==> src/rtl/mem_fifo_ctrl.sv <==
// In-order FIFO controller backed by an external 1R1W memory with a 2-entry output buffer.
// Optional build macro MEM_FIFO_CTRL_BYPASS_EN routes words straight into the output buffer when memory is empty.
module mem_fifo_ctrl #(
  parameter int DEPTH_LOG2 = 4,
  parameter int WIDTH      = 32
) (
  input  logic                  clk,
  input  logic                  rst_n,
  input  logic                  in_valid,
  output logic                  in_ready,
  input  logic [WIDTH-1:0]      in_data,
  output logic                  out_valid,
  input  logic                  out_ready,
  output logic [WIDTH-1:0]      out_data,
  output logic                  mem_write,
  output logic [DEPTH_LOG2-1:0] mem_write_addr,
  output logic [WIDTH-1:0]      mem_write_data,
  output logic                  mem_read,
  output logic [DEPTH_LOG2-1:0] mem_read_addr,
  input  logic [WIDTH-1:0]      mem_read_data
);

  localparam logic [DEPTH_LOG2:0] FULL_CNT = {1'b1, {DEPTH_LOG2{1'b0}}};

  logic [DEPTH_LOG2-1:0] wptr;
  logic [DEPTH_LOG2-1:0] rptr;
  logic [DEPTH_LOG2:0]   mcnt;
  logic [DEPTH_LOG2:0]   mcnt_nxt;
  logic                  full_q;
  logic                  rd_pend;

  logic [WIDTH-1:0]      ob0;
  logic [WIDTH-1:0]      ob1;
  logic [1:0]            ob_cnt;
  logic [1:0]            ob_after_pop;

  logic                  acc;
  logic                  pop;
  logic                  bypass;
  logic                  rd_issue;
  logic                  push;
  logic [WIDTH-1:0]      push_data;

  // Gating with rst_n keeps every output quiet while reset is held.
  assign in_ready  = rst_n & ~full_q;
  assign out_valid = rst_n & (ob_cnt != 2'd0);
  assign out_data  = ob0;

  assign acc          = in_valid & in_ready;
  assign pop          = out_valid & out_ready;
  assign ob_after_pop = ob_cnt - {1'b0, pop};

`ifdef MEM_FIFO_CTRL_BYPASS_EN
  // Safe for ordering: with memory empty and nothing in flight, every older word is already in the OB.
  assign bypass = acc && (mcnt == '0) && !rd_pend && (ob_after_pop < 2'd2);
`else
  assign bypass = 1'b0;
`endif

  // Counting the slot freed by this cycle's pop sustains one word per cycle.
  assign rd_issue = rst_n && (mcnt != '0) &&
                    ((ob_after_pop + {1'b0, rd_pend}) < 2'd2);

  assign mem_write      = acc & ~bypass;
  assign mem_write_addr = wptr;
  assign mem_write_data = in_data;
  assign mem_read       = rd_issue;
  assign mem_read_addr  = rptr;

  assign push      = rd_pend | bypass;
  assign push_data = rd_pend ? mem_read_data : in_data;

  assign mcnt_nxt = mcnt + {{DEPTH_LOG2{1'b0}}, mem_write}
                         - {{DEPTH_LOG2{1'b0}}, rd_issue};

  always_ff @(posedge clk) begin
    if (!rst_n) begin
      wptr    <= '0;
      rptr    <= '0;
      mcnt    <= '0;
      full_q  <= 1'b0;
      rd_pend <= 1'b0;
      ob0     <= '0;
      ob1     <= '0;
      ob_cnt  <= 2'd0;
    end else begin
      if (mem_write) wptr <= wptr + DEPTH_LOG2'(1);
      if (rd_issue)  rptr <= rptr + DEPTH_LOG2'(1);
      mcnt    <= mcnt_nxt;
      full_q  <= (mcnt_nxt == FULL_CNT);
      rd_pend <= rd_issue;
      if (pop) ob0 <= ob1;
      // A push lands after the pop shift; a later NBA to ob0 overrides the shift.
      if (push) begin
        if (ob_after_pop[0]) ob1 <= push_data;
        else                 ob0 <= push_data;
      end
      ob_cnt <= ob_after_pop + {1'b0, push};
    end
  end

endmodule

==> config.mk <==
export PLATFORM = sky130hd
export DESIGN_NAME = mem_fifo_ctrl
export DESIGN_NICKNAME = d
export VERILOG_FILES = /design/src/rtl/mem_fifo_ctrl.sv
export SDC_FILE = /design/constraint.sdc
export NUM_CORES = 1
export LEC_CHECK = 0
export BUFFER_PORTS_ARGS = -buffer_cell sky130_fd_sc_hd__buf_2
export CAP_MARGIN = 20
export CORE_ASPECT_RATIO = 1.4
export CORE_MARGIN = 4
export CORE_UTILIZATION = 43
export CTS_BUF_LIST = sky130_fd_sc_hd__clkbuf_16
export CTS_CLUSTER_DIAMETER = 50
export DETAILED_ROUTE_END_ITERATION = 8
export MAX_ROUTING_LAYER = met4
export PLACE_DENSITY_LB_ADDON = 0.08
export REMOVE_ABC_BUFFERS = 1
export SYNTH_ARGS = -nofsm -noshare
export SYNTH_HDL_FRONTEND = slang
export SYNTH_SLANG_ARGS = --single-unit
==> constraint.sdc <==
create_clock -name clk -period 10.4 [get_ports clk]
set_input_delay 1.56 -clock clk [delete_from_list [all_inputs] [get_ports clk]]
set_output_delay 1.56 -clock clk [all_outputs]
set_load 0.05 [all_outputs]
==> results of run 1 <==
-- metrics by stage --
step / worst slack [ns] / total power [mW] / utilization
floorplan: 2.36 / 0.922 / -
global route: 3.05 / 1.47 / 0.503
finish: 3.42 / 1.38 / 0.503
global placement: 3.37 / 1.05 / 0.466
CTS: 3.33 / 1.39 / 0.503
detailed placement: 3.34 / 1.06 / 0.466
-- worst min-delay path by stage --
stage / to / cells after the start
after floorplan: out_data[0] / 2
after global routing: out_data[1] / 2
after CTS: out_data[29] / 2
final: out_data[13] / 2
after global placement: out_data[7] / 2
after detailed placement: out_data[1] / 2
-- layer usage --
layer	share of wire	global-route usage
met5	0	-
met2	0.43	0.275
met3	0.082	0.0783
met4	0.018	0.0855
met1	0.47	0.236
-- worst min-delay path: cells and delay by family (launching register included) --
kind	cells	cell delay, ns
and+or+nand+nor	1	0.05
AOI/OAI and AO/OA	1	0.07
DFF	1	0.30
-- cell usage in the layout, fill, tap and decap left out, types with 2 or more instances in the layout --
cell type / instances
sky130_fd_sc_hd__a21o_1: 2
sky130_fd_sc_hd__a21oi_1: 6
sky130_fd_sc_hd__a31oi_1: 32
sky130_fd_sc_hd__and2_1: 3
sky130_fd_sc_hd__buf_2: 79
sky130_fd_sc_hd__bufinv_16: 2
sky130_fd_sc_hd__clkbuf_16: 9
sky130_fd_sc_hd__clkinv_1: 4
sky130_fd_sc_hd__dfxtp_1: 81
sky130_fd_sc_hd__ha_1: 9
sky130_fd_sc_hd__inv_1: 11
sky130_fd_sc_hd__inv_2: 3
sky130_fd_sc_hd__mux2i_1: 32
sky130_fd_sc_hd__nand2_1: 65
sky130_fd_sc_hd__nand3_1: 3
sky130_fd_sc_hd__nand3b_1: 2
sky130_fd_sc_hd__nor2_1: 39
sky130_fd_sc_hd__nor3_1: 3
sky130_fd_sc_hd__o211ai_1: 2
sky130_fd_sc_hd__o21ai_0: 33
sky130_fd_sc_hd__o21ai_1: 4
sky130_fd_sc_hd__o31ai_1: 2
sky130_fd_sc_hd__or3_1: 3
sky130_fd_sc_hd__or4_1: 2
sky130_fd_sc_hd__xor2_1: 3
-- power by group --
part	total (mW)	switching, mW	internal [mW]
Clock	0.323	0.117	0.205
Sequential	0.444	0.0471	0.397
Combinational	0.610	0.424	0.186
Total	1.38	0.588	0.788
-- layout make-up --
class	instances	area (um2)	share of cell area
clock buffer	9	225	0.0549
clock inverter	6	75.1	0.0183
multi-input combinational	261	1600	0.389
inverter	14	52.6	0.0128
timing repair buffer	80	403	0.0982
tap	102	128	0.0311
sequential	81	1620	0.395
-- sequential cells by signal (all words and copies together), names as in the netlist --
signal          count
ob1                32
out_data           32
mcnt                5
mem_read_addr       4
mem_write_addr      4
ob_cnt              2
full_q              1
push                1
-- logic make-up (layout without fill, tap and decap cells) --
logic type | Yosys count | count (layout) | synth area share
flops | 81 | 81 | 0.450
simple gates | 128 | 128 | 0.154
xor+xnor | 6 | 6 | 0.0229
buf+inv | 71 | 109 | 0.109
compound gates | 84 | 84 | 0.135
fa+ha+maj | 11 | 11 | 0.0402
mux | 32 | 32 | 0.0888
==> metrics.log, run 1 <==
INFO  metric timing.reg2reg.worst_path_depth = 14
INFO  metric cp_cell_sequence = buf_2 > o211ai_1 > inv_2 > ha_1 > inv_1 > ha_2 > xor3_2 > nor3_1 > buf_2
INFO  metric grt_pass1_vias = 2779
INFO  metric buffer_depth_of_the_longest_clock_path = 2
INFO  metric placementRows = 39
INFO  metric required = 8.84 ns
INFO  metric min-delay-path-class = reg -> reg
INFO  metric route.antenna.remaining_nets = 0
INFO  metric floorplan.initialDensity = 0.443
INFO  metric initial_antenna_violation_count = 0
INFO  metric area_delta_synth_final = 13.7%
INFO  metric leakage = 1.70 nW
INFO  metric groute.usage.overall = 0.192
INFO  metric nNetsFinal = 526
INFO  metric floorplan.die.height = 116 um
INFO  metric cts_hold_buffers = 0
INFO  metric drt_first_iter_violations = 106
INFO  metric setup.worst_path.class = in -> out
INFO  metric cts.reportedPaths.clkPinSlew = 0.06 ns
INFO  metric crit_arrival = 5.42 ns
INFO  metric critPathMaxStageDelay = 0.88 ns
INFO  metric syn_area = 0.00361 mm2
INFO  metric fp.dieArea = 0.00994 mm2
INFO  metric residual_drc_count = 0
INFO  metric reg2reg_slack = 5.39 ns
INFO  metric netlist_top_cells_area = sky130_fd_sc_hd__dfxtp_1 (45%), sky130_fd_sc_hd__mux2i_1 (8.9%), sky130_fd_sc_hd__nand2_1 (6.9%)
INFO  metric largest_area_contributor_in_the_netlist = sky130_fd_sc_hd__dfxtp_1
INFO  metric netlist.area_leader.share = 0.450
INFO  metric via_count = 2882
INFO  metric avgSynthCellArea = 8.73 um2
INFO  metric number_of_cts_inserted_buffers = 9
INFO  metric period_minus_slack = 6.98 ns
INFO  metric drtPass1Iterations = 4
INFO  metric synth.ff_latch_count = 81
INFO  metric fin_crit_sh = 0.671
INFO  metric max_cap_violations = 0
INFO  metric layout-drive-gt1-share = 0.217
INFO  metric global_route_wire_length_before_repair = 14100 um
INFO  metric hp-start = ob1[13]
INFO  metric synth_most_common_cell = sky130_fd_sc_hd__dfxtp_1
INFO  metric insertedDiodeCount = 0
INFO  metric synth_edf_count = 0
INFO  metric slew_headroom = 0.282
INFO  metric cpLargestDelayFamily = buffers and inverters
INFO  metric gp_congestion = 0.839
INFO  metric setup.worst_path.start_class = primary input
INFO  metric cellPowerDensity = 336 mW/mm2
INFO  metric cts_tree = built
INFO  metric hold_ws = 0.467 ns
INFO  metric fmaxAchievable = 143 MHz
INFO  metric crit_path_max_fanout = 41
INFO  metric globalRoute.totalOverflow = 0
INFO  metric synthArstFlopShare = 0
INFO  metric grt_start_max_net_pins = 65
INFO  metric synth_commonest_cells = sky130_fd_sc_hd__dfxtp_1 (81), sky130_fd_sc_hd__nand2_1 (66), sky130_fd_sc_hd__nor2_1 (39)
INFO  metric die_w = 85.4 um
INFO  metric slew_viol_final = 0
INFO  metric final-instance-count-excl-fill = 553
INFO  metric buffer_ports.inserted = 79
INFO  metric boundaryPins = 144
INFO  metric cts.sinks = 81
INFO  metric dp.cells = 538
INFO  metric yosysUniqueCellTypes = 39
INFO  metric final_area = 0.00410 mm2
INFO  metric timing.critical_path.depth = 9
INFO  metric leading_register_cell_type_out_of_synthesis = sky130_fd_sc_hd__dfxtp_1
INFO  metric timing.critical_path.buf_inv = 4
INFO  metric worst_slew_pin_slew = 1.08 ns
INFO  metric routed_via_density = 5.21
INFO  metric dpl.hpwl = 6110 um
INFO  metric power.ir.vdd_worst = 152 uV
INFO  metric outcome = finished, final reports clean
INFO  metric yosysWarningCount = 0
INFO  metric final-hold-violation-count = 0
INFO  metric critical_register_to_register_path_endpoint = full_q
INFO  metric placed_cell_area = 0.00380 mm2
INFO  metric fin_worst_skew = 0.00389 ns
INFO  metric rr_startpoint = ob_cnt[1]
INFO  metric critPathCaptureType = output pin
INFO  metric h-tree-depth = 3
INFO  metric finalSetupTns = 0 ns
INFO  metric worst_setup_path_startpoint = rst_n
INFO  metric post-cts-setup-buffers = 0
INFO  metric fp.coreArea = 0.00815 mm2
INFO  metric synth_seq_area_share = 0.450
INFO  metric critical-path-top-cell-by-count = sky130_fd_sc_hd__buf_2
INFO  metric routed_wire_length_per_instance = 16.2 um
INFO  metric finalSetupViolations = 0
INFO  metric detail_route.wirelength = 8980 um
INFO  metric cts-resized-gates = 0
INFO  metric grt_setup_unrepaired = no
INFO  metric fillCellCount = 795
INFO  metric synthCells = 413
INFO  metric worst_skew_pair.late_latency = 0.33 ns
INFO  metric worstSetupEndpoint = mem_read
INFO  metric cp_slowest_cell = sky130_fd_sc_hd__ha_2
INFO  metric ctsRootBufferMaster = sky130_fd_sc_hd__clkbuf_16
Power figures use the tool's default switching activity.
==> run 2: changes to the inputs <==
Clock period 10.4 ns to 6.4 ns, I/O delays scaled along.
==> run 2 against run 1 <==
Sequential share of layout area is 0.26 points lower. Final cell count grew 0.72%. Non-clock buffer count grew 3. Setup slack got worse by 1.5 ns. Flip-flop and latch count unchanged. Cell area is 0.67% higher. Combinational power increased by 62%. Routed wire length grew 2.7%. Critical endpoint is now full_q. Largest cell class unchanged. Largest power group unchanged.
==> metrics.log, run 2 (same netlist as run 1, synthesis figures left out) <==
INFO  metric boundaryPins = 144 (unchanged)
INFO  metric critical_register_to_register_path_endpoint = full_q
INFO  metric ctsRootBufferMaster = sky130_fd_sc_hd__clkbuf_16
INFO  metric insertedDiodeCount = 0 (unchanged)
INFO  metric setup.worst_path.start_class = primary input
INFO  metric routed_via_density = 5.23 (+0.38%)
INFO  metric hp-start = ob1[13]
INFO  metric area_delta_synth_final = 14.5%
INFO  metric cts-resized-gates = 0 (unchanged)
INFO  metric drtPass1Iterations = 5 (+1)
INFO  metric finalSetupViolations = 0 (unchanged)
INFO  metric timing.reg2reg.worst_path_depth = 14 (unchanged)
INFO  metric route.antenna.remaining_nets = 0 (unchanged)
INFO  metric dpl.hpwl = 6210 um (+1.7%)
INFO  metric power.ir.vdd_worst = 249 uV (+64%)
INFO  metric nNetsFinal = 529 (+0.57%)
INFO  metric placementRows = 39 (unchanged)
INFO  metric layout_common_cells = sky130_fd_sc_hd__dfxtp_1 (81), sky130_fd_sc_hd__buf_2 (79), sky130_fd_sc_hd__nand2_1 (65), sky130_fd_sc_hd__nor2_1 (39), sky130_fd_sc_hd__o21ai_0 (33)
INFO  metric grt_setup_unrepaired = no
INFO  metric residual_drc_count = 0 (unchanged)
INFO  metric detail_route.wirelength = 9220 um (+2.7%)
INFO  metric period_minus_slack = 4.49 ns
INFO  metric floorplan.die.height = 116 um (unchanged)
INFO  metric fillCellCount = 787 (-1.0%)
INFO  metric fmaxAchievable = 223 MHz
INFO  metric globalRoute.totalOverflow = 0 (unchanged)
INFO  metric whs_path_depth = 2 (unchanged)
INFO  metric gp_congestion = 0.866 (+3.2%)
INFO  metric crit_arrival = 4.73 ns (-0.69 ns)
INFO  metric groute.usage.overall = 0.195 (+0.00351)
INFO  metric grt_start_max_net_pins = 65 (unchanged)
INFO  metric crit_path_max_fanout = 33 (-20%)
INFO  metric cts_tree = built
INFO  metric fp.dieArea = 0.00994 mm2 (unchanged)
INFO  metric mostFrequentLayoutCell = sky130_fd_sc_hd__dfxtp_1
INFO  metric worst_skew_pair.late_latency = 0.33 ns (about the same)
INFO  metric cts.sinks = 81 (unchanged)
INFO  metric min-delay-path-class = reg -> reg
INFO  metric grt_pass1_vias = 2803 (+0.86%)
INFO  metric critPathCaptureType = flop
INFO  metric global_route_wire_length_before_repair = 14300 um (+1.2%)
INFO  metric outcome = finished, final reports clean
INFO  metric layout-drive-gt1-share = 0.224 (+0.00688)
INFO  metric rr_startpoint = ob_cnt[1]
INFO  metric buffer_depth_of_the_longest_clock_path = 2 (unchanged)
INFO  metric h-tree-depth = 3 (unchanged)
INFO  metric worstHoldEndpoint = out_data[13]
INFO  metric worst_slew_pin_slew = 0.998 ns (-0.0785 ns)
INFO  metric via_count = 2914 (+1.1%)
INFO  metric final-hold-violation-count = 0 (unchanged)
INFO  metric fp.coreArea = 0.00815 mm2 (unchanged)
INFO  metric hold_ws = 0.467 ns (-0.000466 ns)
INFO  metric drt_first_iter_violations = 158 (+49%)
INFO  metric required = 6.65 ns (-2.19 ns)
INFO  metric fin_worst_skew = 0.00528 ns (+0.00138 ns)
INFO  metric initial_antenna_violation_count = 0 (unchanged)
INFO  metric routed_wire_length_per_instance = 16.6 um (+2.0%)
INFO  metric fin_crit_sh = 0.701
INFO  metric cts_hold_buffers = 0 (unchanged)
INFO  metric buffer_ports.inserted = 79 (unchanged)
INFO  metric cellPowerDensity = 542 mW/mm2 (+62%)
INFO  metric slew_headroom = 0.332 (+0.0500)
INFO  metric slew_viol_final = 0 (unchanged)
INFO  metric max_cap_violations = 0 (unchanged)
INFO  metric number_of_cts_inserted_buffers = 9 (unchanged)
INFO  metric finalSetupTns = 0 ns (unchanged)
INFO  metric die_w = 85.4 um (unchanged)
INFO  metric setup.worst_path.class = in -> reg
INFO  metric reg2reg_slack = 2.20 ns (-3.19 ns)
INFO  metric floorplan.initialDensity = 0.443 (unchanged)
INFO  metric leakage = 1.73 nW (+1.8%)
INFO  metric post-cts-setup-buffers = 0 (unchanged)
INFO  metric cts.reportedPaths.clkPinSlew = 0.06 ns (about the same)
==> run 2: worst max-delay path by stage <==
stage,depth (start not counted),slack (ns),to,from
after floorplan,14,-1.04,full_q,out_ready
after global placement,15,1.62,full_q,rst_n
after detailed placement,15,1.48,full_q,rst_n
after CTS,15,1.84,full_q,rst_n
after global routing,15,1.60,full_q,rst_n
final,15,1.91,full_q,rst_n
==> run 2: final cells by class <==
type                    instances  area (um2)  share of cell area
flip-flops and latches         81        1620               0.393
multi-input cells             261        1600               0.387
repair buffers                 83         425               0.103
clock buffers                   9         225              0.0545
well taps                     102         128              0.0309
clock inverters                 7        80.1              0.0194
inverters                      14        52.6              0.0127
==> run 2: worst max-delay path: stages <==
cell and delay [ns]:
sky130_fd_sc_hd__buf_2 0.12, sky130_fd_sc_hd__o211ai_1 0.12, sky130_fd_sc_hd__inv_2 0.46, sky130_fd_sc_hd__ha_1 0.37
sky130_fd_sc_hd__inv_1 0.07, sky130_fd_sc_hd__ha_2 0.17, sky130_fd_sc_hd__xor3_2 0.50, sky130_fd_sc_hd__nor3_1 0.28
sky130_fd_sc_hd__ha_1 0.18, sky130_fd_sc_hd__inv_1 0.04, sky130_fd_sc_hd__ha_1 0.19, sky130_fd_sc_hd__fa_1 0.43
sky130_fd_sc_hd__a21o_1 0.21, sky130_fd_sc_hd__a2111o_1 0.43, sky130_fd_sc_hd__a22oi_1 0.21
==> run 2: per-layer routing <==
layer  global-route usage  vias to the layer above  wire [um]
met5                    -                        -          0
met4               0.0697                        0        106
met3               0.0910                       13        946
met2                0.287                      114       4190
met1                0.234                     1334       3980
li1                     -                     1453          -
==> run 2: metrics by stage <==
step	instances	setup WS, ns	util	cell area (um2)	power, mW
global placement	541	1.62	0.469	3820	1.71
floorplan	356	-1.04	-	3270	1.50
CTS	557	1.84	0.507	4130	2.27
finish	557	1.91	0.507	4130	2.24
detailed placement	541	1.48	0.469	3820	1.73
global route	557	1.60	0.507	4130	2.39
==> run 2: report_power, final <==
part           total (mW)  internal [mW]  switching (mW)
sequential          0.722          0.645          0.0771
clock               0.527          0.335           0.192
combinational       0.989          0.300           0.689
total                2.24           1.28           0.958
